<file path="src/rtl/if_id_buffer_pkg.sv">
// Shared types for the IF/ID pipeline buffer: state encoding, entry layout and bubble encoding.
package if_id_buffer_pkg;

   localparam int          IFID_XLEN      = 32;
   localparam logic [31:0] IFID_NOP_INSTR = 32'h0000_0013;

   typedef enum logic [1:0] {
      EMPTY,
      FULL,
      SKID
   } ifid_state_t;

   typedef struct packed {
      logic [IFID_XLEN-1:0] pc;
      logic [IFID_XLEN-1:0] instr;
   } ifid_entry_t;

endpackage

</file>
<file path="src/rtl/if_id_buffer.sv">
// IF/ID pipeline register with a one-entry skid for responses arriving under an ID stall.
// Optional performance counters are enabled with the IFID_PERF_CNT_EN macro.
module if_id_buffer
   import if_id_buffer_pkg::*;
#(
   parameter int              XLEN      = IFID_XLEN,
   parameter logic [XLEN-1:0] NOP_INSTR = IFID_NOP_INSTR
) (
   input  logic            clock,
   input  logic            reset,
   input  logic [XLEN-1:0] pc_addr_ip,
   input  logic            instr_rvalid_ip,
   input  logic [XLEN-1:0] instr_rdata_ip,
   input  logic            stall_ip,
   input  logic            flush_ip,
   output logic [XLEN-1:0] instr_op,
   output logic [XLEN-1:0] pc_op,
   output logic            valid_op,
   output logic            fetch_stall_op,
   output logic            overflow_op
`ifdef IFID_PERF_CNT_EN
   ,
   output logic [31:0]     stall_cnt_op,
   output logic [31:0]     bubble_cnt_op,
   output logic [31:0]     flush_cnt_op
`endif
);

   ifid_state_t state_q, state_d;
   ifid_entry_t out_q, out_d;
   ifid_entry_t skid_q, skid_d;
   ifid_entry_t resp;
   logic        overflow_q, overflow_d;

   assign resp = '{pc: pc_addr_ip, instr: instr_rdata_ip};

   always_comb begin
      state_d    = state_q;
      out_d      = out_q;
      skid_d     = skid_q;
      overflow_d = overflow_q;

      // A flush discards everything, including a same-cycle wrong-path response.
      if (flush_ip) begin
         state_d     = EMPTY;
         out_d.instr = NOP_INSTR;
      end else if (!stall_ip) begin
         if (state_q == SKID) begin
            out_d = skid_q;
            if (instr_rvalid_ip) begin
               skid_d = resp;
            end else begin
               state_d = FULL;
            end
         end else if (instr_rvalid_ip) begin
            out_d   = resp;
            state_d = FULL;
         end else begin
            out_d.instr = NOP_INSTR;
            state_d     = EMPTY;
         end
      end else if (instr_rvalid_ip) begin
         // Under stall the response fills the first free slot; with both full it is lost.
         case (state_q)
            EMPTY: begin
               out_d   = resp;
               state_d = FULL;
            end
            FULL: begin
               skid_d  = resp;
               state_d = SKID;
            end
            default: overflow_d = 1'b1;
         endcase
      end
   end

   always_ff @(posedge clock) begin
      if (reset) begin
         state_q    <= EMPTY;
         out_q      <= '{pc: '0, instr: NOP_INSTR};
         skid_q     <= '0;
         overflow_q <= 1'b0;
      end else begin
         state_q    <= state_d;
         out_q      <= out_d;
         skid_q     <= skid_d;
         overflow_q <= overflow_d;
      end
   end

   assign instr_op       = out_q.instr;
   assign pc_op          = out_q.pc;
   assign valid_op       = (state_q != EMPTY);
   assign fetch_stall_op = (state_q == SKID);
   assign overflow_op    = overflow_q;

`ifdef IFID_PERF_CNT_EN
   logic [31:0] stall_cnt_q, stall_cnt_d;
   logic [31:0] bubble_cnt_q, bubble_cnt_d;
   logic [31:0] flush_cnt_q, flush_cnt_d;

   always_comb begin
      stall_cnt_d  = stall_cnt_q + {31'd0, (stall_ip && valid_op)};
      bubble_cnt_d = bubble_cnt_q + {31'd0, !valid_op};
      flush_cnt_d  = flush_cnt_q + {31'd0, flush_ip};
   end

   always_ff @(posedge clock) begin
      if (reset) begin
         stall_cnt_q  <= '0;
         bubble_cnt_q <= '0;
         flush_cnt_q  <= '0;
      end else begin
         stall_cnt_q  <= stall_cnt_d;
         bubble_cnt_q <= bubble_cnt_d;
         flush_cnt_q  <= flush_cnt_d;
      end
   end

   assign stall_cnt_op  = stall_cnt_q;
   assign bubble_cnt_op = bubble_cnt_q;
   assign flush_cnt_op  = flush_cnt_q;
`endif

endmodule

</file>
<file path="config.mk">
export PLATFORM = sky130hd
export DESIGN_NAME = if_id_buffer
export DESIGN_NICKNAME = d
export VERILOG_FILES = /design/src/rtl/if_id_buffer_pkg.sv /design/src/rtl/if_id_buffer.sv
export SDC_FILE = /design/constraint.sdc
export NUM_CORES = 1
export LEC_CHECK = 0
export CAP_MARGIN = 10
export CORE_ASPECT_RATIO = 1.2
export CORE_MARGIN = 2
export CORE_UTILIZATION = 45
export CTS_BUF_LIST = sky130_fd_sc_hd__clkbuf_4 sky130_fd_sc_hd__clkbuf_8 sky130_fd_sc_hd__clkbuf_16
export CTS_CLUSTER_DIAMETER = 40
export CTS_CLUSTER_SIZE = 14
export DETAILED_ROUTE_END_ITERATION = 7
export GPL_ROUTABILITY_DRIVEN = 1
export HOLD_SLACK_MARGIN = 0.08
export PLACE_DENSITY = 0.81
export SLEW_MARGIN = 20
export SYNTH_ARGS = -nofsm -noshare
export SYNTH_HDL_FRONTEND = slang
export SYNTH_SLANG_ARGS = --single-unit
</file>
<file path="constraint.sdc">
create_clock -name clock -period 1.8 [get_ports clock]
set_input_delay 0.27 -clock clock [delete_from_list [all_inputs] [get_ports clock]]
set_output_delay 0.27 -clock clock [all_outputs]
set_load 0.03 [all_outputs]
</file>
==> results by group <==
Clock network
  • Clock tree from TritonCTS: yes
  • # H-tree levels: 4
  • Clock-pin transition on the worst setup and hold timing paths: 60 ps
  • Number of buffers created by CTS: 17
  • Number of buffers on the longest clock path: 2
  • CTS sink cnt: 131
  • Hold buffer count at cts: 0
  • Cell chosen for the clock root: sky130_fd_sc_hd__clkbuf_16
  • Clock insertion delay at the later pin of the skew report: 410 ps

Status
  • Run status: completed

Power and ir drop
  • Net switching component of the power: 1930 uW
  • Leakage power of the design: 0.00288 uW
  • Portion of total power attributed to combinational logic: 0.136
  • Highest ir drop seen on vdd: 579 uV
  • Register share of total power: 0.387
  • Share of total power consumed by net switching: 0.243
  • Internal power: 5990 uW
  • Total power density per cell area: 962 nW/um^2
  • Clock group share of total power: 0.477

Timing
  • Count of final setup violators: 0
  • Worst setup skew after layout: 7.88 ps
  • Aggregate negative setup slack: 0 ps
  • Setup repair after global routing missed its margin: false
  • Final min period: 1760 ps
  • Max-slew violations: 0
  • Final-report hold violation count: 0
  • Worst slew margin relative to its limit: 0.597
  • Worst Max-Slew Pin Slew: 604 ps
  • Period Utilization, post-route: 0.977
  • Fmax achieved: 569 MHz

Detailed routing
  • DRC: 0
  • Detailed-route via count: 5,557
  • Total wire length after detailed routing: 15,800 um
  • Count of TritonRoute iterations in the first routing pass: 5
  • Mean routed wirelength per cell: 15.4 um
  • Detail-routed via count per cell: 5.45
  • Count of routing violations after the opening detailed-route iteration: 368
  • Number of routed nets with antenna violations: 0

Job
  • Reported max-cap violation count: 0

Final layout
  • Fillcell total: 1,056
  • Signed area change from the synthesized netlist to the final layout: 40.6%
  • Footprint of the flip-flops and latches: 2620 um^2
  • Proportion of layout cells with a drive suffix above 1: 0.154
  • Layout Nets: 912
  • Cell area after layout: 8240 um^2
  • Area of the multi-input gates: 2720 um^2

Global routing
  • Via count of the first global-routing pass: 5,168
  • Maximum number of pins on one net before global-route repair: 57
  • First-pass GRT wire length: 25,300 um
  • Combined global-route utilization of all metal layers: 0.227
  • Antenna violations before repair: 0
  • Gr ovfl total: 0

Logic synthesis
  • Unique masters post-synth: 34
  • Post-synthesis mux area share: 0.0632
  • Count of mapped cells out of synthesis: 708
  • Syn Nets: 777
  • Sequential-to-total area share from yosys stat: 0.448
  • Parity-gate share of the synthesized area counting xor and xnor cells: 0
  • Synth Area in Simple Gates: 0.124
  • Post-synthesis share of cell area spent on full adders, half adders and majority gates: 0
  • Synth Register Bits: 131
  • Cell type with the largest total area after synthesis: sky130_fd_sc_hd__dfxtp_1
  • Syn. warnings: 0
  • Post-synthesis cell area: 5860 um^2
  • Top cells by area in the synthesized netlist: sky130_fd_sc_hd__dfxtp_1, sky130_fd_sc_hd__nand2_1, sky130_fd_sc_hd__a21oi_1
  • Top cell type's share of synthesized area: 0.448
  • Main combinational cell family by area after synthesis: compound AO/OA/AOI/OAI gates
  • Area fraction in compound gates after synthesis: 0.272
  • Per-instance average area after synthesis: 8.27 um^2

Critical path
  • RR Startpoint: state_q[0]$_SDFFE_PP0P_
  • Setup crit end kind: register
  • Capturing point of the worst reg2reg path: skid_q[1]$_SDFFE_PP0P_
  • Startpoint kind of the worst setup timing path: register
  • Number of cell instances on the worst register-to-register path: 6
  • Crit path max fanout: 16
  • Critical path start-end classification: reg -> reg
  • WP data arrival: 2080 ps
  • Required arrival time at the worst endpoint: 2120 ps
  • Worst reg-to-reg setup slack: 40 ps

Die
  • Placeable core region: 12,700 um^2
  • Standard-cell rows: 45
  • Initial Utilization: 0.462
  • Die Footprint: 14,000 um^2
  • Vert. Die Dim: 129 um
  • IO Pins: 136
  • Floorplan die width: 108 um

Placed design
  • Total of buffers placed on input and output ports: 135
  • DP Area: 7540 um^2
  • Final weighted congestion of routability-driven global placement: 0.794
  • Post-detail-place hpwl: 9920 um

Hold path
  • Worst min-delay path category: in -> reg
  • WHS Path Cells: 2
  • Startpoint of the worst hold path: reset
  • Hold endpoint: skid_q[17]$_SDFFE_PP0P_
==> worst max-delay path by stage <==
stage                            start                       to  slack, ps  cells after the start
4_1_cts        state_q[0]$_SDFFE_PP0P_   skid_q[1]$_SDFFE_PP0P_          6                      5
6_report       state_q[0]$_SDFFE_PP0P_   skid_q[1]$_SDFFE_PP0P_         40                      6
5_1_grt        state_q[0]$_SDFFE_PP0P_   skid_q[1]$_SDFFE_PP0P_          3                      6
3_3_place_gp                  stall_ip   skid_q[3]$_SDFFE_PP0P_       -290                      6
2_1_floorplan  state_q[1]$_SDFFE_PP0P_  skid_q[15]$_SDFFE_PP0P_         50                      7
3_5_place_dp                  stall_ip  skid_q[35]$_SDFFE_PP0P_       -320                      6
==> per-layer routing <==
metal  GRT usage  part of all wire  up-vias
met5           0                 0        -
met2       0.366              0.48      218
met3      0.0618             0.076       20
met1       0.288              0.43     2585
met4      0.0890             0.014        0
li1            -                 -     2734
==> cell families after synthesis <==
logic type / after synthesis
simple gates: 183
compound gates: 231
mux: 33
flops: 131
buf+inv: 130
==> metrics by stage <==
step           utilization  setup WS [ps]  power (uW)  cells  hold slack, ps
2_1_floorplan            -           48.8        3680    708             406
3_3_place_gp         0.595           -288        4180    984             433
3_5_place_dp         0.595           -317        4190    984             446
4_1_cts              0.647           5.54        7970   1016             141
6_report             0.650           41.4        7920   1020             151
5_1_grt              0.650           2.96        8190   1019             143
==> area by class of cell <==
type / instances / area share
clock buffers: 18 / 0.0533
repair buffers: 180 / 0.219
well taps: 164 / 0.0249
flip-flops and latches: 131 / 0.318
diodes: 1 / 0.000304
clock inverters: 13 / 0.0254
multi-input cells: 448 / 0.330
inverters: 65 / 0.0296
==> registers in the layout, summed over array words and instances, names as in the netlist <==
name         cells
skid_q          64
instr_op        32
pc_op           32
state_q          2
overflow_op      1
==> critical path: stages, from the launching register on <==
cell,delay [ps]
sky130_fd_sc_hd__dfxtp_1,330
sky130_fd_sc_hd__or3b_4,450
sky130_fd_sc_hd__a211oi_4,270
sky130_fd_sc_hd__buf_4,170
sky130_fd_sc_hd__buf_4,220
sky130_fd_sc_hd__nand2_1,80
sky130_fd_sc_hd__a21oi_1,160
==> synthesized netlist by cell type, drive strengths merged <==
master / n
and2b: 1
nor2b: 3
a311oi: 32
or3b: 1
buf: 17
a21o: 1
o31a: 1
mux2: 32
nor2: 11
or2: 2
a211o: 1
o2bb2ai: 29
a2bb2oi: 1
mux2i: 1
o32ai: 30
o21ai: 2
nand2: 158
a41oi: 1
a211oi: 3
nand3: 2
a22oi: 3
dfxtp: 131
nand3b: 2
nand2b: 3
a21oi: 127
inv: 65
clkbuf: 48
==> cells in the final DEF (no fill, tap or decap), types with 5 or more instances in the layout <==
cell and instances:
sky130_fd_sc_hd__buf_4 37, sky130_fd_sc_hd__o2bb2ai_1 29, sky130_fd_sc_hd__clkbuf_16 18, sky130_fd_sc_hd__dfxtp_1 131, sky130_fd_sc_hd__nor2_1 9, sky130_fd_sc_hd__inv_1 65
sky130_fd_sc_hd__o32ai_1 30, sky130_fd_sc_hd__clkdlybuf4s50_1 132, sky130_fd_sc_hd__bufinv_16 5, sky130_fd_sc_hd__nand2_1 157, sky130_fd_sc_hd__a21oi_2 12, sky130_fd_sc_hd__mux2_2 32
sky130_fd_sc_hd__a21oi_1 115, sky130_fd_sc_hd__buf_12 8, sky130_fd_sc_hd__a311oi_1 32
==> what timing repair did <==
item	4_1_cts	5_1_grt
setup buffers	0	2
endpoints found under the setup margin	2	62
pin swaps	1	1
gates resized for setup	2	4
cloned	1	1
==> power by group through the flow <==
stage / logic (uW) / registers, uW / clock network [uW]
detailed placement: 1060 / 3130 / 0
CTS: 1070 / 3070 / 3830
finish: 1080 / 3070 / 3780
global route: 1150 / 3080 / 3960
floorplan: 374 / 3300 / 0
global placement: 1050 / 3130 / 0
(Power assumes the default switching activity.)
